<file path="src/rtl/sram_like_arbiter_pkg.sv">
// rtl/sram_like_arbiter_pkg.sv - shared source IDs, grant FSM states and instruction defaults
package sram_like_arbiter_pkg;

  localparam logic SRC_INST = 1'b0;
  localparam logic SRC_DATA = 1'b1;

  typedef enum logic {
    ST_IDLE = 1'b0,
    ST_HOLD = 1'b1
  } state_e;

  localparam logic [2:0] INST_SIZE = 3'd2;

endpackage

</file>
<file path="src/rtl/sram_like_arbiter_arb_id_fifo.sv">
// rtl/sram_like_arbiter_arb_id_fifo.sv - in-order queue of 1-bit source IDs for outstanding requests
module arb_id_fifo #(
  parameter int DEPTH = 4,
  parameter int CNT_W = $clog2(DEPTH + 1)
) (
  input  logic             clk,
  input  logic             resetn,
  input  logic             push_i,
  input  logic             push_src_i,
  input  logic             pop_i,
  output logic             head_o,
  output logic             empty_o,
  output logic             full_o,
  output logic [CNT_W-1:0] count_o
);

  localparam int PTR_W = (DEPTH > 1) ? $clog2(DEPTH) : 1;

  logic [DEPTH-1:0] mem_q;
  logic [PTR_W-1:0] wr_ptr_q, rd_ptr_q;
  logic [CNT_W-1:0] count_q;

  // Depth need not be a power of two, so pointers wrap explicitly.
  function automatic logic [PTR_W-1:0] next_ptr(input logic [PTR_W-1:0] p);
    return (p == PTR_W'(DEPTH - 1)) ? '0 : p + 1'b1;
  endfunction

  always_ff @(posedge clk or negedge resetn) begin
    if (!resetn) begin
      mem_q    <= '0;
      wr_ptr_q <= '0;
      rd_ptr_q <= '0;
      count_q  <= '0;
    end else begin
      if (push_i) begin
        mem_q[wr_ptr_q] <= push_src_i;
        wr_ptr_q        <= next_ptr(wr_ptr_q);
      end
      if (pop_i) rd_ptr_q <= next_ptr(rd_ptr_q);
      if (push_i && !pop_i) count_q <= count_q + 1'b1;
      else if (pop_i && !push_i) count_q <= count_q - 1'b1;
    end
  end

  assign head_o  = mem_q[rd_ptr_q];
  assign empty_o = (count_q == '0);
  assign full_o  = (count_q == CNT_W'(DEPTH));
  assign count_o = count_q;

endmodule

</file>
<file path="src/rtl/sram_like_arbiter.sv">
// rtl/sram_like_arbiter.sv - inst/data SRAM-like port merger; SRAM_ARB_RR_EN selects round-robin IDLE arbitration
module sram_like_arbiter
  import sram_like_arbiter_pkg::*;
#(
  parameter int OUTSTANDING = 4,
  parameter int CNT_W       = $clog2(OUTSTANDING + 1)
) (
  input  logic        clk,
  input  logic        resetn,
  input  logic        inst_req,
  input  logic        inst_cache,
  input  logic [31:0] inst_addr,
  output logic [31:0] inst_rdata,
  output logic        inst_addr_ok,
  output logic        inst_data_ok,
  input  logic        data_req,
  input  logic        data_cache,
  input  logic        data_wr,
  input  logic [3:0]  data_wstrb,
  input  logic [31:0] data_addr,
  input  logic [2:0]  data_size,
  input  logic [31:0] data_wdata,
  output logic [31:0] data_rdata,
  output logic        data_addr_ok,
  output logic        data_data_ok,
  output logic        m_req,
  output logic        m_cache,
  output logic        m_wr,
  output logic [3:0]  m_wstrb,
  output logic [31:0] m_addr,
  output logic [2:0]  m_size,
  output logic [31:0] m_wdata,
  input  logic [31:0] m_rdata,
  input  logic        m_addr_ok,
  input  logic        m_data_ok,
  output logic        err_spurious
);

  state_e           state_q, state_d;
  logic             hold_src_q, hold_src_d;
  logic             err_q;
  logic             grant, src_req, push, pop;
  logic             fifo_head, fifo_empty, fifo_full;
  logic [CNT_W-1:0] fifo_count;
`ifdef SRAM_ARB_RR_EN
  logic             last_grant_q;
`endif

  always_comb begin
    state_d    = state_q;
    hold_src_d = hold_src_q;
    grant      = SRC_INST;
    if (state_q == ST_HOLD) begin
      grant = hold_src_q;
    end else begin
`ifdef SRAM_ARB_RR_EN
      if (inst_req && data_req) grant = ~last_grant_q;
      else grant = data_req ? SRC_DATA : SRC_INST;
`else
      grant = data_req ? SRC_DATA : SRC_INST;
`endif
    end
    // In IDLE src_req equals inst_req|data_req; in HOLD it suppresses a dropped source.
    src_req = (grant == SRC_DATA) ? data_req : inst_req;
    m_req   = src_req & ~fifo_full;
    if (state_q == ST_IDLE) begin
      if (m_req && !m_addr_ok) begin
        state_d    = ST_HOLD;
        hold_src_d = grant;
      end
    end else begin
      if (!src_req || m_addr_ok) state_d = ST_IDLE;
    end
  end

  assign push = m_req & m_addr_ok;
  assign pop  = m_data_ok & ~fifo_empty;

  always_ff @(posedge clk or negedge resetn) begin
    if (!resetn) begin
      state_q    <= ST_IDLE;
      hold_src_q <= SRC_INST;
      err_q      <= 1'b0;
    end else begin
      state_q    <= state_d;
      hold_src_q <= hold_src_d;
      if (m_data_ok && (fifo_count == '0)) err_q <= 1'b1;
    end
  end

`ifdef SRAM_ARB_RR_EN
  always_ff @(posedge clk or negedge resetn) begin
    if (!resetn) last_grant_q <= SRC_INST;
    else if (push) last_grant_q <= grant;
  end
`endif

  arb_id_fifo #(.DEPTH(OUTSTANDING), .CNT_W(CNT_W)) u_id_fifo (
    .clk        (clk),
    .resetn     (resetn),
    .push_i     (push),
    .push_src_i (grant),
    .pop_i      (pop),
    .head_o     (fifo_head),
    .empty_o    (fifo_empty),
    .full_o     (fifo_full),
    .count_o    (fifo_count)
  );

  assign m_cache = (grant == SRC_DATA) ? data_cache : inst_cache;
  assign m_wr    = (grant == SRC_DATA) ? data_wr    : 1'b0;
  assign m_wstrb = (grant == SRC_DATA) ? data_wstrb : 4'd0;
  assign m_addr  = (grant == SRC_DATA) ? data_addr  : inst_addr;
  assign m_size  = (grant == SRC_DATA) ? data_size  : INST_SIZE;
  assign m_wdata = (grant == SRC_DATA) ? data_wdata : 32'd0;

  assign inst_addr_ok = push & (grant == SRC_INST);
  assign data_addr_ok = push & (grant == SRC_DATA);
  assign inst_data_ok = pop & (fifo_head == SRC_INST);
  assign data_data_ok = pop & (fifo_head == SRC_DATA);
  assign inst_rdata   = m_rdata;
  assign data_rdata   = m_rdata;
  assign err_spurious = err_q;

endmodule

</file>
<file path="config.mk">
export PLATFORM = sky130hd
export DESIGN_NAME = sram_like_arbiter
export DESIGN_NICKNAME = d
export VERILOG_FILES = /design/src/rtl/sram_like_arbiter_pkg.sv /design/src/rtl/sram_like_arbiter_arb_id_fifo.sv /design/src/rtl/sram_like_arbiter.sv
export SDC_FILE = /design/constraint.sdc
export NUM_CORES = 1
export LEC_CHECK = 0
export CORE_AREA = 2 2 110 112
export DETAILED_ROUTE_END_ITERATION = 10
export DIE_AREA = 0 0 112 114
export HOLD_SLACK_MARGIN = 0.08
export PLACE_DENSITY = 0.65
export SLEW_MARGIN = 20
export SYNTH_ARGS = -nofsm -noshare
export SYNTH_HDL_FRONTEND = slang
export SYNTH_HIERARCHICAL = 1
export SYNTH_SLANG_ARGS = --single-unit
export TNS_END_PERCENT = 30
</file>
<file path="constraint.sdc">
create_clock -name clk -period 3.3 [get_ports clk]
set_clock_uncertainty 0.1 [all_clocks]
set_input_delay 0.825 -clock clk [delete_from_list [all_inputs] [get_ports clk]]
set_output_delay 0.825 -clock clk [all_outputs]
set_load 0.01 [all_outputs]
</file>
; ---- Word level (Yosys, flattened, before mapping)
; Index checks and enable logic that the tools add are counted.
[classes]
addsub = 4
multipliers = 0
div_mod_pow = 0
magnitude_cmp = 3
eq_ne = 3
shift = 0
muxes = 21
n_bitwise = 12
n_reduce_logical = 13
[ops]
columns = op, n
row1 = 32-bit two-way mux, 2
row2 = 1-bit two-way mux, 10
row3 = 3-bit two-way mux, 3
row4 = 1-bit bitwise AND, 7
row5 = "2-bit by 3-bit less-than comparator with 1-bit output, second input constant", 2
row6 = 1-bit logical AND, 5
row7 = 1-bit inverter, 5
row8 = "2-bit by 1-bit adder with 2-bit output, second input constant", 2
row9 = 4-bit bitwise mux, 1
row10 = "2-bit == test, second input constant", 2
row11 = 1-bit logical NOT, 4
row12 = 2-bit two-way mux, 2
row13 = 4-bit two-way mux, 1
row14 = "3-bit by 1-bit adder with 3-bit output, second input constant", 1
row15 = "3-bit == test, second input constant", 1
row16 = 3-bit logical NOT, 1
row17 = "3-bit by 1-bit subtractor with 3-bit output, second input constant", 1
row18 = 1-bit binary-select mux with 2-bit select, 1
row19 = 1-bit demux with 2-bit select, 1
row20 = "2-bit by 1-bit greater-or-equal comparator with 1-bit output, second input constant", 1
row21 = 2-bit AND reduction, 1
row22 = 2-bit nonzero test, 1
row23 = 1-bit logical OR, 1
[totals]
ff_bits = 14
latchBits = 0
ram_bits = 0
mem_bits_ro = 0
input_bits = 144
output_inout_bits = 143
word_cells = 63
mem_count = 0

; ---- Longest topological paths before layout
; Gate-level depths: netlist of the first run.
[depth]
word_depth = 9
ltp_mapped = 9
mapped_depth_nobuf = 9

; ---- Cells and area by module
; The synthesis of the first run kept the hierarchy.
[modules_own_cells]
columns = module, instances, cells_each, area_per_inst_um2, seq_area_each_um2
row1 = sram_like_arbiter, 1, 169, 1401.3, 75.1
row2 = arb_id_fifo, 1, 46, 569.3, 275.3

; ---- Least setup slack after synthesis of the first run
; Ideal clock, no wire load.
[synth_timing]
path_kind = input to register
from = input port inst_req
to = register u_id_fifo.count_q[2], in the netlist u_id_fifo/count_o[2]
arrival_time_ns = 3.400
t_required_ns = 3.121
setup_slack_ns = -0.279
stages = 8
path_cell_list = a21bo_2 > a2111oi_0 > ha_1 > inv_1 > fa_1 > xor2_1 > nor2_1 > xor2_1
[synth_via]
elab_chain_len = 6
elab_cells_between_ends = 8
cone_classes = mux (2) / bitwise (2) / reduce/logical (4)
[synth_lines]
columns = item, line
row1 = "start, declared", sram_like_arbiter.sv:10  ; input logic inst_req,
row2 = 1-bit two-way mux *, sram_like_arbiter.sv:64  ; src_req = (grant == SRC_DATA) ? data_req : inst_req;
row3 = 1-bit bitwise AND *, sram_like_arbiter.sv:65  ; m_req = src_req & ~fifo_full;
row4 = 1-bit bitwise AND *, sram_like_arbiter.sv:76  ; assign push = m_req & m_addr_ok;
row5 = named net push, sram_like_arbiter.sv:42  ; logic grant, src_req, push, pop;
row6 = 1-bit logical NOT, sram_like_arbiter_arb_id_fifo.sv:41  ; else if (pop_i && !push_i) count_q <= count_q - 1'b1;
row7 = 1-bit logical AND, sram_like_arbiter_arb_id_fifo.sv:41
row8 = 2-bit nonzero test (no line), -
row9 = "end signal, assigned", sram_like_arbiter_arb_id_fifo.sv:40  ; if (push_i && !pop_i) count_q <= count_q + 1'b1;
row10 = "end signal, assigned", sram_like_arbiter_arb_id_fifo.sv:41
row11 = "end, declared", sram_like_arbiter_arb_id_fifo.sv:21  ; logic [CNT_W-1:0] count_q;
; Mark *: on every way through the listed nets, which the timed path passes. The rest lies on a longest branch.
; A chain may end at the register's enable or synchronous reset.

; ---- Final worst setup path of the first run
[layout_timing]
from = input port data_req
to = output port m_size[0]
[layout_via]
elab_chain_len = 3
[layout_lines]
columns = item, line
row1 = "start, declared", sram_like_arbiter.sv:16  ; input logic data_req,
row2 = 1-bit two-way mux, sram_like_arbiter.sv:60  ; grant = data_req ? SRC_DATA : SRC_INST;
row3 = 1-bit two-way mux, sram_like_arbiter.sv:53  ; if (state_q == ST_HOLD) begin
row4 = 3-bit two-way mux, sram_like_arbiter.sv:114  ; assign m_size = (grant == SRC_DATA) ? data_size : INST_SIZE;
row5 = "end, declared", sram_like_arbiter.sv:31  ; output logic [2:0] m_size,
; Every way passes these cells.

==> results.yml, run 1 <==
critical_path:
  cp_common_cell: "buf_12"
  rr_worst_depth: 9
  critical_path_class: "input pin to output pin"
  critical_path.endpoint: "m_size[0]"
  critical_path_required_ps: 2370
  critPathTopFamily: "buffers and inverters"
  cp_num_buf_inv: 5
  r2r-start: "state_q"
  rrSetupSlack_ps: 760
  slowest_stage: "clkdlybuf4s50_1"
  worstSetupEndpointType: "output pin"
  slowest_delay_ps: 470
  start_kind: "input pin"
  critical_path_depth: 7
  reg2reg_to: "u_id_fifo/count_o[2]"
  critPathMaxFanout: 14
  crit_start: "data_req"
  cp_cell_sequence: "dlygate4sd2_1 -> mux2i_4 -> buf_12 -> buf_12 -> buf_6 -> nor2b_1 -> clkdlybuf4s50_1"
  cp.arrival_ps: 2330
synth:
  ys.flop_type: "dfrtp_1"
  avgSynthCellArea_um2: 9.166
  synthArstFlopShare_pct: 100.0
  ys_seq_elements: 14
  netlist_instances: 215
  synthesis.nets: 366
  synth_cell_type_count: 30
  yosysSeqAreaShare_pct: 17.78
  syn_area_um2: 1971
  ys_warn_count: 6
  synth_edf_count: 0
drt:
  wl_um: 7262
  first_pass_iters: 4
  drt_iter0_drc: 30
  routed_via_density: 3.896
  wl_per_cell_um: 14.50
  ant_nets: 0
  route.detailed.drc: 0
  via_count: 1952
clock_tree:
  cts-root-buf: "clkbuf_16"
  clock_latency_ps: 240
  cts.sinks: 14
  cts_tree: "yes"
  cts_buffers: 3
  cts_buffer_depth: 2
  cts.clk_slew.worst_paths_ps: 40
  htree_levels: 1
global_route:
  gr-total-overflow: 0
  grt_usage_pct: 10.18
  grt_pass1_vias: 1968
  grt_pass1_wl_um: 10470
  grt_max_degree: 17
  antenna_found_initial: 0
timing:
  setup_viol: 0
  relSlewSlack_pct: 56.65
  worstMarginPinSlew_ps: 648.2
  grt_setup_unrepaired: "yes"
  finalCritPeriodShare_pct: 98.52
  clock.fmax_ghz: 0.3076
  report.final.hold_viol_count: 0
  period_needed_ps: 3251
  finalMaxSlewViolations: 0
floorplanning:
  core-area_um2: 11710
  die_area_um2: 12770
  ios: 287
  num_rows: 40
  die_h_um: 114
  die_w_um: 112
  start_util_pct: 16.83
cells_and_area:
  drive_gt1_share_pct: 17.80
  area_growth_pct: 97.84
  layout.nets: 506
  fillers: 1212
  fin_cells: 501
  multiInputGateArea_um2: 1101
  seq_area_um2: 350.3
  antennaDiodeCount: 0
placed_design:
  dp_hpwl_um: 5828
  io_buffers: 190
  dp.cells: 492
  place.gp.congestion: 0.8368
outcome:
  status: "finished clean"
run:
  maxCapViolCount: 0
power_and_ir_drop:
  leakage_nw: 1.873
  power_density_nw_per_um2: 485.6
  ir_worst_vdd_v: 0.0003168
  total_power_mw: 1.893
min_path:
  holdCritPathClass: "flip-flop to flip-flop"
==> registers in the layout, summed over array words and instances (netlist names) <==
| register | flops |
|---|---|
| err_spurious | 1 |
| u_id_fifo/rd_ptr_q | 2 |
| u_id_fifo/mem_q | 4 |
| state_q | 1 |
| hold_src_q | 1 |
| u_id_fifo/count_o | 3 |
| u_id_fifo/wr_ptr_q | 2 |
==> repair_timing <==
| action | 4_1_cts | 5_1_grt |
|---|---|---|
| hold buffers | 0 | 0 |
| buffers inserted | 3 | 0 |
| gates resized for setup | 41 | 26 |
| endpoints found under the setup margin | 56 | 28 |
| pin swaps | 1 | 0 |
| cloned | 2 | 0 |
==> layer usage <==
layer / global-route usage [%] / vias to the layer above / part of all wire (%)
met4: 2.114 / 0 / 1.2
met1: 12.01 / 905 / 37
met3: 3.826 / 15 / 9.9
met5: 0 / - / 0
met2: 17.78 / 106 / 51
li1: - / 926 / -
==> cells by family after synthesis <==
kind of cell             after synthesis  share of synthesized area, %
buffers and inverters                 80                         28.25
XOR/XNOR                               3                         1.334
flip-flops                            14                         17.78
adder cells (fa/ha/maj)                7                         4.825
AO/OA/AOI/OAI                          8                         3.048
multiplexers                          42                         26.03
AND/OR/NAND/NOR                       61                         18.73
==> metrics by stage <==
step	utilization (%)	worst slack (ps)	TNS (ps)	instance area [µm²]	hold WS, ps
5_1_grt	33.29	-26.02	-27.29	3899	399.2
2_1_floorplan	-	10.53	0	1972	358.7
6_report	33.29	48.95	0	3899	364.7
4_1_cts	32.68	15.50	0	3827	372.5
3_3_place_gp	31.24	-373.1	-9318	3659	357.7
3_5_place_dp	31.24	-404.5	-10580	3659	360.7
==> cell type report <==
class / instances / area share (%)
Sequential cell: 14 / 8.986
Clock buffer: 4 / 2.279
Multi-Input combinational cell: 121 / 28.24
Timing Repair Buffer: 207 / 55.01
Tap cell: 147 / 4.718
Inverter: 8 / 0.7702
==> cells in the final DEF, fill, tap and decap left out, types with 6 or more instances in the layout <==
cell	count
buf_4	8
clkdlybuf4s50_1	131
dfrtp_1	14
dlygate4sd2_1	37
dlymetal6s2s_1	22
ha_1	6
inv_1	8
mux2_2	28
mux2_4	8
nand2_1	6
nor2b_1	42
==> cells in the mapped netlist, types with 2 or more instances <==
| cell type | n | area [µm²] |
|---|---|---|
| buf_4 | 64 | 480.5 |
| nor2b_1 | 42 | 262.8 |
| mux2_2 | 28 | 315.3 |
| dfrtp_1 | 14 | 350.3 |
| inv_1 | 8 | 30.03 |
| mux2_4 | 8 | 120.1 |
| buf_2 | 7 | 35.03 |
| ha_1 | 6 | 75.07 |
| nand2_1 | 6 | 22.52 |
| mux2_1 | 4 | 45.04 |
| a2111oi_0 | 3 | 26.28 |
| nor2_1 | 3 | 11.26 |
| nor3b_1 | 2 | 15.01 |
| nor4b_1 | 2 | 17.52 |
| o21ai_0 | 2 | 10.01 |
| xor2_1 | 2 | 17.52 |
==> power by group <==
| part | internal, mW | switching, mW | leakage [nW] |
|---|---|---|---|
| clock | 0.183 | 0.0663 | 0.0442 |
| combinational | 0.789 | 0.509 | 1.66 |
| sequential | 0.258 | 0.0881 | 0.165 |
==> worst min path at each step <==
stage	from	end	slack, ps	depth (start not counted)
floorplan	u_id_fifo/mem_q[2]	u_id_fifo/mem_q[2]	360	1
global placement	err_spurious	err_spurious	360	1
detailed placement	err_spurious	err_spurious	360	1
CTS	err_spurious	err_spurious	370	1
global route	err_spurious	err_spurious	400	1
finish	err_spurious	err_spurious	360	1
No activity file was read; power rests on OpenSTA's default activity.
==> run 2, diff against run 1 <==
Settings changed: PLACE_DENSITY 0.65 to 0.62.
==> run 2 against run 1 <==
Against the previous run:
- design area fell by 1.5%
- sequential cell count unchanged
- clock power shrank 12%
- non-clock buffer count is 2 lower
- utilization shrank 0.50 points
- worst hold slack better by 4.9 ps
- die area did not move
- register-to-register slack about the same
- global-route usage is 0.092 points lower
- routed wire length rose by 0.32%
- critical endpoint is now data_addr_ok
- via count down 1.0%
- critical path depth fell by 3
- critical path type unchanged
==> results.yml, run 2 (same netlist as run 1, synthesis figures left out) <==
floorplanning:
  core-area_um2: 11710
  die_w_um: 112
  die_h_um: 114
  ios: 287
  start_util_pct: 16.83
  num_rows: 40
  die_area_um2: 12770
clock_tree:
  cts_buffer_depth: 2
  cts_tree: "yes"
  cts_buffers: 3
  cts.clk_slew.worst_paths_ps: 40
  htree_levels: 1
  cts.sinks: 14
  clock_latency_ps: 230
  cts-root-buf: "clkbuf_16"
  ctsHoldBuffers: 0
timing:
  worstMarginPinSlew_ps: 629.5
  relSlewSlack_pct: 57.90
  clock.fmax_ghz: 0.3101
  setup_ws_ps: 75.42
  finalCritPeriodShare_pct: 97.71
  setup_viol: 0
  grt_setup_unrepaired: "no"
  finalMaxSlewViolations: 0
  period_needed_ps: 3225
  report.final.hold_viol_count: 0
cells_and_area:
  mostFrequentLayoutCells: "132 x clkdlybuf4s50_1, 42 x nor2b_1, 32 x dlygate4sd2_1"
  layout.nets: 504
  area_growth_pct: 94.86
  final_common_cell: "clkdlybuf4s50_1"
  fin_cells: 498
  fillers: 1198
  largest_register: "u_id_fifo/mem_q"
  largest_reg_flops: 4
  drive_gt1_share_pct: 16.52
  antennaDiodeCount: 0
  seq_area_um2: 350.3
  fin_util_pct: 32.79
  multiInputGateArea_um2: 1079
power_and_ir_drop:
  p_int_mw: 1.179
  ir_worst_vdd_v: 0.0003590
  power_frac_clock_pct: 12.1
  p_sw_mw: 0.6321
  total_power_mw: 1.811
  p_seq_share_pct: 18.9
  power_density_nw_per_um2: 471.6
  leakage_nw: 1.822
  pwr-share-comb_pct: 69.0
  switching_share_pct: 34.91
critical_path:
  slowest_stage: "clkdlybuf4s50_1"
  slowest_delay_ps: 610
  critical_path_class: "input pin to output pin"
  critPathTopFamily: "buffers and inverters"
  critical_path_required_ps: 2370
  cp.arrival_ps: 2300
  cp_cell_sequence: "clkdlybuf4s50_1 -> inv_1 -> a2111oi_1 -> clkdlybuf4s50_1"
  worstSetupEndpointType: "output pin"
  critPathMaxFanout: 2
  cp_common_cell: "clkdlybuf4s50_1"
  start_kind: "input pin"
  cp_num_buf_inv: 3
global_route:
  grt_pass1_vias: 1997
  grt_usage_pct: 10.08
  antenna_found_initial: 1
  gr-total-overflow: 0
  grt_max_degree: 29
  grt_pass1_wl_um: 10630
placed_design:
  io_buffers: 190
  dp_hpwl_um: 5830
  place_ws_ps: -246.5
  dp.cells: 492
  place.gp.congestion: 0.7210
drt:
  drt_iter0_drc: 37
  route.detailed.drc: 0
  ant_nets: 0
  wl_per_cell_um: 14.63
  routed_via_density: 3.880
  first_pass_iters: 2
  wl_um: 7285
  via_count: 1932
outcome:
  status: "finished clean"
run:
  maxCapViolCount: 0
min_path:
  holdCritPathClass: "flip-flop to flip-flop"
-- run 2: repair_timing --
item,CTS,global route
gates resized for setup,32,29
setup buffers,1,0
setup endpoints to repair,60,26
gates cloned,1,1
-- run 2: stage by stage --
step / setup TNS, ps / cell area, µm² / hold WS [ps]
after detailed placement: -10990 / 3659 / 359.2
after CTS: -259.1 / 3746 / 371.8
after global placement: -10280 / 3659 / 353.5
after floorplan: 0 / 1972 / 358.7
final: 0 / 3840 / 369.7
after global routing: 0 / 3840 / 398.6
-- run 2: cell type report --
cell class / count / area share (%)
multi-input combinational: 121 / 28.09
timing repair buffer: 205 / 55.26
tap: 147 / 4.790
clock buffer: 3 / 1.955
sequential: 14 / 9.123
inverter: 8 / 0.7820
-- run 2: power by group through the flow --
stage	clock, mW	sequential (mW)	combinational [mW]
global placement	0	0.341	1.24
global route	0.234	0.357	1.36
CTS	0.225	0.345	1.27
finish	0.219	0.342	1.25
detailed placement	0	0.346	1.26
floorplan	0	0.323	0.686
-- run 2: path summary, 6_finish.rpt --
| kind | cells past startpoint | start | to | slack (ps) |
|---|---|---|---|---|
| max | 4 | m_addr_ok | data_addr_ok | 80 |
| min | 1 | err_spurious | err_spurious | 370 |
| max reg2reg | 9 | state_q | u_id_fifo/count_o[2] | 760 |
| min reg2reg | 1 | err_spurious | err_spurious | 370 |
| max in group asynchronous | 1 | resetn | u_id_fifo/mem_q[0] | 1810 |
| min in group asynchronous | 1 | resetn | u_id_fifo/rd_ptr_q[0] | 880 |
-- run 2: layer usage --
layer	track usage [%]	vias to the layer above	routed length [µm]
met5	0	-	0
met1	11.97	901	2832
li1	-	915	-
met2	17.94	102	3691
met3	3.241	14	685
met4	2.114	0	76
==> run 3, diff against run 2 <==
Settings changed: CAP_MARGIN set to 5, CORE_AREA 2 2 110 112 to 3 3 111 113, CTS_CLUSTER_DIAMETER set to 50, DIE_AREA 0 0 112 114 to 0 0 114 116.
==> run 3 against run 2 <==
Against the previous run:
- die area increased by 3.6%
- via count is 0.31% lower
- global-route usage up 0.42 points
- non-clock buffer count up 8
- fmax about the same
==> results.yml, run 3 (same netlist as run 1, synthesis figures left out) <==
outcome:
  status: "finished clean"
clock_tree:
  cts_buffer_depth: 2
  ctsHoldBuffers: 0
  htree_levels: 1
  clock_latency_ps: 240
  cts-root-buf: "clkbuf_16"
  cts_buffers: 3
  cts.sinks: 14
  cts_tree: "yes"
  cts.clk_slew.worst_paths_ps: 40
timing:
  report.final.hold_viol_count: 0
  relSlewSlack_pct: 58.79
  period_needed_ps: 3227
  worstMarginPinSlew_ps: 616.2
  grt_setup_unrepaired: "no"
  setup_viol: 0
  finalMaxSlewViolations: 0
  holdWs_ps: 379.1
  clock.fmax_ghz: 0.3099
  finalCritPeriodShare_pct: 97.78
floorplanning:
  num_rows: 39
  die_h_um: 116
  core-area_um2: 11420
  die_area_um2: 13220
  die_w_um: 114
  start_util_pct: 17.26
  ios: 287
critical_path:
  rr_worst_depth: 9
  start_kind: "input pin"
  worstSetupEndpointType: "output pin"
  cp.arrival_ps: 2300
  critical_path_required_ps: 2370
  critPathMaxFanout: 12
  critical_path_class: "input pin to output pin"
global_route:
  grt_pass1_vias: 2037
  grt_max_degree: 15
  grt_usage_pct: 10.50
  antenna_found_initial: 0
  grt_pass1_wl_um: 11060
  gr-total-overflow: 0
placed_design:
  place_area_um2: 3684
  io_buffers: 190
  dp_hpwl_um: 6522
  place.gp.congestion: 0.8091
power_and_ir_drop:
  ir_worst_vdd_v: 0.0001846
  leakage_nw: 1.760
  total_power_mw: 1.822
  power_density_nw_per_um2: 479.0
drt:
  wl_per_cell_um: 15.55
  wl_um: 7806
  routed_via_density: 3.837
  first_pass_iters: 4
  route.detailed.drc: 0
  ant_nets: 0
  via_count: 1926
  drt_iter0_drc: 79
min_path:
  holdCritPathClass: "flip-flop to flip-flop"
  worstHoldPathCells: 1
cells_and_area:
  mostFrequentLayoutCells: "115 x clkdlybuf4s50_1, 67 x dlygate4sd2_1, 42 x nor2b_1"
  layout.nets: 512
  final_area_um2: 3804
  antennaDiodeCount: 0
  largest_reg_flops: 4
  largest_register: "u_id_fifo/mem_q"
  area_growth_pct: 93.02
  drive_gt1_share_pct: 19.22
  final_common_cell: "clkdlybuf4s50_1"
run:
  maxCapViolCount: 0
run 3: cell types whose count changed in the layout (fill, tap and decap cells not counted), moves of 2 or more:
cell and delta:
buf_4 +6, dlymetal6s2s_1 -20, clkbuf_2 +2, clkdlybuf4s50_1 -17
dlygate4sd2_1 +35, buf_6 +2
run 3: final timing paths:
| check | startpoint | end | slack, ps |
|---|---|---|---|
| max | data_req | m_wdata[13] | 70 |
| min | err_spurious | err_spurious | 380 |
| max reg2reg | state_q | u_id_fifo/count_o[2] | 790 |
| min reg2reg | err_spurious | err_spurious | 380 |
| max in group asynchronous | resetn | hold_src_q | 1830 |
| min in group asynchronous | resetn | u_id_fifo/mem_q[3] | 870 |
run 3: power breakdown:
group / switching (mW) / internal (mW) / leakage (nW)
sequential: 0.0873 / 0.258 / 0.165
clock: 0.0633 / 0.158 / 0.0370
combinational: 0.500 / 0.755 / 1.56
total: 0.651 / 1.17 / 1.76
run 3: final cells by class:
cell class / count / area [µm²]
timing repair buffer: 213 / 2086
fill: 1188 / 7615
multi-input combinational: 121 / 1084
inverter: 8 / 30.03
sequential: 14 / 350.3
tap: 143 / 178.9
clock buffer: 3 / 75.07
run 3: repair_timing:
action                                  in CTS  in global routing
endpoints found under the setup margin      71                  8
cloned                                       2                  0
gates resized for setup                     75                 10
buffers inserted                             5                  0
run 3: per-layer routing:
| layer | vias to the layer above | track usage (%) | part of all wire, % |
|---|---|---|---|
| met5 | - | 0 | 0 |
| met4 | 0 | 2.534 | 0.79 |
| met3 | 12 | 3.029 | 10 |
| met2 | 98 | 18.97 | 52 |
| met1 | 887 | 12.24 | 37 |
| li1 | 929 | - | - |
run 3: through the flow:
step	setup TNS [ps]	utilization, %	worst slack, ps	cells
floorplan	0	-	10.53	215
global placement	-9757	32.26	-194.0	492
detailed placement	-11110	32.26	-235.2	492
CTS	0	33.25	16.74	502
global route	0	33.31	2.927	502
finish	0	33.31	73.16	502
run 3: critical path, cell delays in order:
cell	delay, ps
dlygate4sd2_1	270
mux2i_4	110
buf_6	150
bufbuf_16	270
nor2b_1	120
clkdlybuf4s50_1	570
